[config.mk]
export PLATFORM = sky130hd
export DESIGN_NAME = prefetch_queue_flat
export DESIGN_NICKNAME = d
export VERILOG_FILES = /design/src/rtl/pkg_8088.sv /design/src/rtl/prefetch_queue_if.sv /design/src/rtl/prefetch_queue_storage.sv /design/src/rtl/prefetch_queue.sv /design/src/flat_wrapper.sv
export SDC_FILE = /design/constraint.sdc
export NUM_CORES = 1
export LEC_CHECK = 0
export CELL_PAD_IN_SITES_DETAIL_PLACEMENT = 1
export CELL_PAD_IN_SITES_GLOBAL_PLACEMENT = 1
export CORE_ASPECT_RATIO = 1.25
export CORE_MARGIN = 5
export CORE_UTILIZATION = 35
export CTS_BUF_LIST = sky130_fd_sc_hd__clkbuf_8 sky130_fd_sc_hd__clkbuf_16
export DETAILED_ROUTE_END_ITERATION = 10
export PLACE_DENSITY_LB_ADDON = 0.12
export SKIP_CTS_REPAIR_TIMING = 1
export SYNTH_ARGS = -nofsm -noshare
export SYNTH_HDL_FRONTEND = slang
export SYNTH_HIERARCHICAL = 1
export SYNTH_SLANG_ARGS = --single-unit
export TNS_END_PERCENT = 100
[constraint.sdc]
create_clock -name clk -period 3.4 [get_ports clk]
set_input_delay 0.85 -clock clk [delete_from_list [all_inputs] [get_ports clk]]
set_output_delay 0.85 -clock clk [all_outputs]
set_load 0.02 [all_outputs]
[src/rtl/pkg_8088.sv]
// Shared definitions for the 8088-style prefetch queue: fetch FSM states,
// queue depth and segment:offset -> physical address translation.
package pkg_8088;

  localparam int PQ_DEPTH = 4;
  localparam int PQ_PW    = $clog2(PQ_DEPTH);

  typedef enum logic [1:0] {
    IDLE  = 2'd0,
    FETCH = 2'd1,
    HOLD  = 2'd2
  } pq_state_t;

  // Real-mode translation; the carry out of bit 19 is dropped (1 MB wrap).
  function automatic logic [19:0] phys_addr(input logic [15:0] seg,
                                            input logic [15:0] off);
    return {seg, 4'h0} + {4'h0, off};
  endfunction

endpackage

[src/rtl/prefetch_queue_if.sv]
// Instruction-fetch memory bus: address/request out, ack/data back.
interface prefetch_queue_if;
  logic [19:0] Direction;
  logic        Mem_rd;
  logic        Mem_ack;
  logic [7:0]  Bus;

  modport master (output Direction, Mem_rd, input Mem_ack, Bus);
  modport slave  (input Direction, Mem_rd, output Mem_ack, Bus);
endinterface

[src/rtl/prefetch_queue_storage.sv]
// pq_storage: 4x8 circular byte buffer with head/tail pointers and a
// 4-byte little-endian window starting at the head. Lanes at or beyond
// the valid count read as zero.
module pq_storage
  import pkg_8088::*;
(
  input  logic             clk,
  input  logic             reset,
  input  logic             flush,
  input  logic             push,
  input  logic [7:0]       push_data,
  input  logic [PQ_PW-1:0] adv,       // head advance, taken mod depth
  input  logic [2:0]       count,
  output logic [31:0]      window
);

  logic [PQ_DEPTH-1:0][7:0] mem;
  logic [PQ_PW-1:0]         head, tail;

  // Pointers: reset and flush both empty the buffer.
  always_ff @(posedge clk) begin
    if (reset || flush) begin
      head <= '0;
      tail <= '0;
    end else begin
      if (push) tail <= tail + 1'b1;
      head <= head + adv;
    end
  end

  // Byte array: contents beyond count are masked, so no reset needed.
  always_ff @(posedge clk) begin
    if (!reset && !flush && push) mem[tail] <= push_data;
  end

  for (genvar i = 0; i < PQ_DEPTH; i++) begin : g_lane
    logic [PQ_PW-1:0] idx;
    assign idx = head + PQ_PW'(i);
    assign window[8*i +: 8] = (3'(i) < count) ? mem[idx] : 8'h00;
  end

endmodule

[src/rtl/prefetch_queue.sv]
// prefetch_queue: 4-byte instruction prefetch queue with a
// IDLE/FETCH/HOLD fetch FSM, fetch and instruction IP counters.
// Optional feature macro PQ_POP_CHECK_EN: adds Pop_err and ignores
// over-long pops instead of clamping them to Count.
module prefetch_queue
  import pkg_8088::*;
(
  input  logic                    clk,
  input  logic                    reset,
  input  logic [15:0]             CS,
  input  logic [15:0]             New_IP,
  input  logic                    Flush,
  input  logic [2:0]              Pop,
  output logic [31:0]             Instruction,
  output logic [2:0]              Count,
  output logic [15:0]             Inst_IP,
  prefetch_queue_if.master        mem
`ifdef PQ_POP_CHECK_EN
  ,
  output logic                    Pop_err
`endif
);

  pq_state_t   state, state_nxt;
  logic [15:0] fetch_ip;
  logic [2:0]  pop_eff;
  logic [2:0]  count_nxt;
  logic        ack_take;
`ifdef PQ_POP_CHECK_EN
  logic        pop_bad;
`endif

  // Effective pop: a request larger than the queue is either dropped
  // (and flagged) or trimmed to what is actually there.
  always_comb begin
    pop_eff = Pop;
`ifdef PQ_POP_CHECK_EN
    pop_bad = 1'b0;
    if (Pop > Count) begin
      pop_eff = 3'd0;
      pop_bad = 1'b1;
    end
`else
    if (Pop > Count) pop_eff = Count;
`endif
  end

  // Ack only counts while the request is actually out.
  assign ack_take  = (state == FETCH) && mem.Mem_ack;
  assign count_nxt = Count - pop_eff + {2'b00, ack_take};

  // Next fetch state; Flush always parks the FSM in HOLD for a cycle.
  always_comb begin
    state_nxt = state;
    if (Flush) begin
      state_nxt = HOLD;
    end else begin
      case (state)
        IDLE:    if (count_nxt < 3'(PQ_DEPTH)) state_nxt = FETCH;
        FETCH:   if (ack_take && count_nxt == 3'(PQ_DEPTH)) state_nxt = IDLE;
        HOLD:    state_nxt = FETCH;
        default: state_nxt = IDLE;
      endcase
    end
  end

  // FSM state register.
  always_ff @(posedge clk) begin
    if (reset) state <= IDLE;
    else       state <= state_nxt;
  end

  // Occupancy and IP counters; Flush overrides any pop/ack this cycle.
  always_ff @(posedge clk) begin
    if (reset) begin
      Count    <= 3'd0;
      Inst_IP  <= 16'h0000;
      fetch_ip <= 16'h0000;
    end else if (Flush) begin
      Count    <= 3'd0;
      Inst_IP  <= New_IP;
      fetch_ip <= New_IP;
    end else begin
      Count   <= count_nxt;
      Inst_IP <= Inst_IP + {13'd0, pop_eff};
      if (ack_take) fetch_ip <= fetch_ip + 16'd1;
    end
  end

`ifdef PQ_POP_CHECK_EN
  // One-cycle error pulse for a rejected pop.
  always_ff @(posedge clk) begin
    if (reset) Pop_err <= 1'b0;
    else       Pop_err <= pop_bad && !Flush;
  end
`endif

  assign mem.Mem_rd    = (state == FETCH);
  assign mem.Direction = phys_addr(CS, fetch_ip);

  pq_storage u_storage (
    .clk       (clk),
    .reset     (reset),
    .flush     (Flush),
    .push      (ack_take),
    .push_data (mem.Bus),
    .adv       (pop_eff[PQ_PW-1:0]),
    .count     (Count),
    .window    (Instruction)
  );

endmodule

[src/flat_wrapper.sv]
// flat-port wrapper written by rule: the top's interface ports become plain ports
module prefetch_queue_flat import pkg_8088::*;
  (clk, reset, CS, New_IP, Flush, Pop, Instruction, Count, Inst_IP, mem_Direction, mem_Mem_rd, mem_Mem_ack, mem_Bus);
  prefetch_queue_if mem_i ();
  input  logic clk;
  input  logic reset;
  input  logic [15:0] CS;
  input  logic [15:0] New_IP;
  input  logic Flush;
  input  logic [2:0] Pop;
  output logic [31:0] Instruction;
  output logic [2:0] Count;
  output logic [15:0] Inst_IP;
  output wire logic [$bits(mem_i.Direction)-1:0] mem_Direction;
  output wire logic [$bits(mem_i.Mem_rd)-1:0] mem_Mem_rd;
  input wire logic [$bits(mem_i.Mem_ack)-1:0] mem_Mem_ack;
  input wire logic [$bits(mem_i.Bus)-1:0] mem_Bus;
  assign mem_Direction = mem_i.Direction;
  assign mem_Mem_rd = mem_i.Mem_rd;
  assign mem_i.Mem_ack = mem_Mem_ack;
  assign mem_i.Bus = mem_Bus;
  prefetch_queue u_core (.clk(clk), .reset(reset), .CS(CS), .New_IP(New_IP), .Flush(Flush), .Pop(Pop), .Instruction(Instruction), .Count(Count), .Inst_IP(Inst_IP), .mem(mem_i));
endmodule
# Word-level counts from Yosys, hierarchy flattened
# Cells that the tools add are included.
[totals]
ff_bits = 73
input_bits = 47
output_inout_bits = 72
[op_classes]
n_lt_le_gt_ge = 12
n_reduce_logical = 13
eq_ne = 7
add_sub_neg = 10
n_mux = 23
[op_table]
columns = ["op", "n"]
rows = [
  ["two-way mux 8 bit", 9],
  ["binary-select mux 8 bit (select 2 bit)", 4],
  ["two-way mux 16 bit", 3],
  ["bitwise mux 32 bit", 1],
  ["adder 20 x 16 -> 20 bit", 1],
  ["adder 16 x 1 -> 16 bit (second input constant)", 1],
  ["adder 16 x 3 -> 16 bit", 1],
  ["demux 8 bit (select 2 bit)", 1],
  ["< comparator 2 x 3 -> 1 bit (second input constant)", 5],
  ["< comparator 1 x 3 -> 1 bit (first input constant)", 2],
  ["< comparator 2 x 3 -> 1 bit (first input constant)", 2],
  ["two-way mux 2 bit", 3],
  ["!= test 3 x 2 -> 1 bit (second input constant)", 2],
  ["one-hot mux 2 bit (3 select lines)", 1],
  ["logical AND 1 bit", 5],
  ["adder 2 x 1 -> 2 bit (second input constant)", 2],
  ["adder 2 bit (second input constant)", 2],
  ["!= test 2 x 1 -> 1 bit (second input constant)", 2],
  ["AND reduction 2 bit", 2],
  ["adder 3 x 1 -> 3 bit", 1],
  ["== test 3 bit (second input constant)", 1],
  ["> comparator 3 bit", 1],
  ["< comparator 3 bit (second input constant)", 1],
  ["two-way mux 3 bit", 1],
  ["10 further kinds", 11],
]

# Longest topological paths before layout
[logic_depth]
depth_word = 9
depth_mapped = 14

# Cells and area by module
# The synthesis kept the hierarchy.
[by_module_without_submodules]
columns = ["module", "area_per_inst_um2", "instances", "cells_each", "seq_area_each_um2"]
rows = [
  ["prefetch_queue", 2717.6, 1, 326, 740.7],
  ["pq_storage", 2262.2, 1, 131, 1041.0],
]

# Worst setup path after synthesis
# Ideal clock, no wire load.
[synth_path]
path_kind = "input to register"
start = "input port Pop[1]"
end = "register u_core.state[0]"
path_buffers = 0
path_slack_ps = -123
stages = 13
arrival_ps = 3403
setup_ps = 120
cell_sequence = "ha_1 nor2b_4 o21a_1 o21ai_0 nand2_1 o21ai_0 inv_1 ha_1 inv_1 fa_1 xnor2_1 xnor2_1 o31a_1"
[synth_via]
elab_chain_len = 8
[synth_lines]
columns = ["item", "line_no", "text"]
rows = [
  ["from (decl)", "flat_wrapper.sv:10", "input logic [2:0] Pop;"],
  ["> comparator 3 bit", "prefetch_queue.sv:44", "if (Pop > Count) pop_eff = Count;"],
  ["two-way mux 3 bit *", "prefetch_queue.sv:44", ""],
  ["net u_core.pop_eff[1]", "prefetch_queue.sv:26", "logic [2:0] pop_eff;"],
  ["subtractor 3 bit *", "prefetch_queue.sv:50", "assign count_nxt = Count - pop_eff + {2'b00, ack_take};"],
  ["adder 3 x 1 -> 3 bit *", "prefetch_queue.sv:50", ""],
  ["branches (longest 3 deep; another with < comparator 3 bit)", "n/a", ""],
  ["AND reduction 2 bit (no line) *", "n/a", ""],
  ["to (signal assigned)", "prefetch_queue.sv:70", "else state <= state_nxt;"],
  ["to (decl)", "prefetch_queue.sv:24", "pq_state_t state, state_nxt;"],
]
# Mark *: on every way through the listed nets, which the timed path passes.
# A chain may end at the register's enable or synchronous reset.

# Final worst setup path
[layout_path]
start = "input port CS[0]"
end = "output port mem_Direction[16]"
[layout_via]
elab_chain_len = 1
[layout_lines]
columns = ["item", "line_no", "text"]
rows = [
  ["from (decl)", "flat_wrapper.sv:7", "input logic [15:0] CS;"],
  ["adder 20 x 16 -> 20 bit", "pkg_8088.sv:17", "return {seg, 4'h0} + {4'h0, off};"],
  ["to (decl)", "flat_wrapper.sv:14", "output wire logic [$bits(mem_i.Direction)-1:0] mem_Direction;"],
]
# No other way between the ends.

==> flow_summary.toml <==
[run_status]
outcome = "complete, but fails checks"
violations = "negative setup slack"

[cts]
clkSlewWorstSetupHoldPaths_ns = 0.06
cts_max_path_buffers = 2
cts_max_level = 3
cts.sinks = 73
root_buffer = "clkbuf_16"
cts_buffers = 9
clk_latency_ns = 0.33
tritoncts = "yes"

[synth]
synthCells = 457
yosysTopAreaCell = "edfxtp_1"
synth.distinct_cells = 57
syn_nets = 532
netlist_top_cells_area = "edfxtp_1 19%, dfxtp_1 16%, mux4_2 13%, ha_1 6.3%, xnor2_1 4.7%"
synth.avg_cell_area_um2 = 10.9
synth_most_common_cell = "dfxtp_1"
synth-edff-count = 32
netlist_area_um2 = 4980
yosysTopAreaCellShare = 0.193
synth_warnings = 6
synth-async-reset-ratio = 0
synth_seq_cells = 73
ys_seq_area_frac = 0.358
yosys-top-cells-count = "41 x dfxtp_1, 36 x and2_1, 32 x edfxtp_1, 32 x nand2_1, 29 x mux4_2"
yosys_most_used_dff = "dfxtp_1"

[layout]
final_util = 0.528
drive_gt1_frac = 0.266
fin_nets = 708
diodes = 0
final_cell_area_um2 = 7330
syn2layout_area_growth_pct = 47.2

[timing]
finalCritPeriodShare = 1.08
worstMarginPinSlew_ns = 0.520
finalSetupViolCount = 3
slew-limit-headroom = 0.653
period_needed_ns = 3.66
slew_violations = 0
rsz0062_at_grt = "true"
fmax_ghz = 0.273
fin_hold_ws_ns = 0.557
hold_viol_final = 0
setup_ws_ns = -0.262
skew_ns = 0.00874

[setup_path]
rr_worst_depth = 14
max_stage_delay_ns = 0.38
path_max_fanout = 4
critPathSlowestCell = "o31a_1"
r2r-end = "u_core/state[0]"
crit_chain = "buf_6, ha_4, inv_2, fa_2, nor2b_4, o31a_1, o41ai_4, a31oi_2, buf_4, xor2_1, buf_4"
crit_arrival_ns = 2.81
r2r_slack_ns = 0.37
timing.critical_path.mode_cell = "buf_4"
crit_type = "input pin to output port"
start_kind = "input pin"
crit_family = "compound AO/OA/AOI/OAI gates"
path_buf_inv = 4
crit_path_end_kind = "output port"
cp.required_ns = 2.55
timing.rr.start = "u_core/Count[1]"

[pwr]
clock_power_share = 0.238
p_total_mw = 4.03
intPower_mw = 2.65
p_sw_mw = 1.38
leakage_nw = 2.93
switching_share = 0.344
power_density_nw_per_um2 = 550
power_frac_comb = 0.503
ir_drop_mv = 0.275
seq_power_share = 0.259

[drt]
viasPerCell = 5.12
drt_wl_total_mm = 14.6
drtPass1Iterations = 4
routedWlPerCell_um = 17.9
drc = 0
drt_iter0_markers = 132
antenna_left = 0
vias = 4161

[global_routing]
grt_pass1_vias = 4481
grtUsageTotal = 0.171
grt_max_degree = 30
antenna_found_initial = 0
grt_pass1_wl_mm = 22.4
globalRouteOverflowTotal = 0

[placed_design]
gp_congestion = 0.852
postPlaceCellArea_um2 = 6650
hpwlAfterDp_mm = 11.1
port_buffers = 118

[floorplan]
die_y_um = 143
core_um2 = 13900
io_pins = 119
placementRows = 48
die_w_um = 117
die_area_um2 = 16700
initial_core_util = 0.359

[flow_run]
drv_cap = 0

[hold_path]
min_to = "u_core/state[0]"
min_from = "u_core/state[1]"
min_path_cells = 1
hp-class = "flop to flop"
[worst max-delay path by stage]
stage	from	end	slack [ns]	cells past startpoint
global route	CS[0]	mem_Direction[16]	-0.35	11
detailed placement	CS[0]	mem_Direction[16]	-1.10	11
CTS	CS[0]	mem_Direction[16]	-1.12	11
finish	CS[0]	mem_Direction[16]	-0.26	11
global placement	CS[0]	mem_Direction[16]	-1.11	11
floorplan	CS[0]	mem_Direction[18]	0.03	9
[layout by cell type (no fill, tap or decap), drive strengths merged, types with 16 or more instances in the layout]
cell type,instances
ha,25
dlymetal6s2s,16
edfxtp,32
clkdlybuf4s50,92
dfxtp,41
inv,24
a21oi,28
nor2,27
buf,76
and2,36
nand2,32
xor2,16
xnor2,27
mux4,32
[state kept, by name, indices dropped and copies added (netlist names)]
name and cells:
u_core/u_storage/mem 32, u_core/u_storage/head 2, u_core/state 2, u_core/Count 3, u_core/fetch_ip 16, u_core/Inst_IP 16
u_core/u_storage/tail 2
[cell type report]
class,instances,area (µm²)
clock buffers,10,239
fillers,1529,6550
repair buffers,186,1720
multi-input cells,340,3210
well taps,175,219
inverters,23,86.3
flip-flops and latches,73,1780
clock inverters,6,65.1
[power by group through the flow]
stage | clock network, mW | registers (mW) | logic, mW
2_1_floorplan | 0 | 1.09 | 1.11
3_3_place_gp | 0 | 1.05 | 1.88
3_5_place_dp | 0 | 1.06 | 1.92
4_1_cts | 0.984 | 1.04 | 1.94
5_1_grt | 1.02 | 1.05 | 2.21
6_report | 0.960 | 1.04 | 2.03
[metrics by stage]
stage,TNS (ns),instances,setup slack (ns)
floorplan,0,457,0.0270
global placement,-14.85,788,-1.11
detailed placement,-16.05,788,-1.10
CTS,-11.36,804,-1.12
global route,-1.04,813,-0.346
finish,-0.550,813,-0.262
[cells by family (layout without fill, tap and decap cells)]
family / count (synthesis) / in the layout / share of synthesized area
AO/OA/AOI/OAI: 84 / 84 / 0.116
XOR/XNOR: 44 / 44 / 0.0802
adder cells (fa/ha/maj): 28 / 28 / 0.0749
buffers and inverters: 44 / 225 / 0.0555
flip-flops: 73 / 73 / 0.358
multiplexers: 39 / 39 / 0.161
AND/OR/NAND/NOR: 145 / 145 / 0.155
[layer usage]
metal	up-vias	GRT usage	routed length (µm)
li1	2012	-	-
met2	91	0.318	8160
met1	2042	0.188	5490
met5	-	0	0
met3	16	0.0358	673
met4	0	0.0616	238
Power figures use the tool's default switching activity.
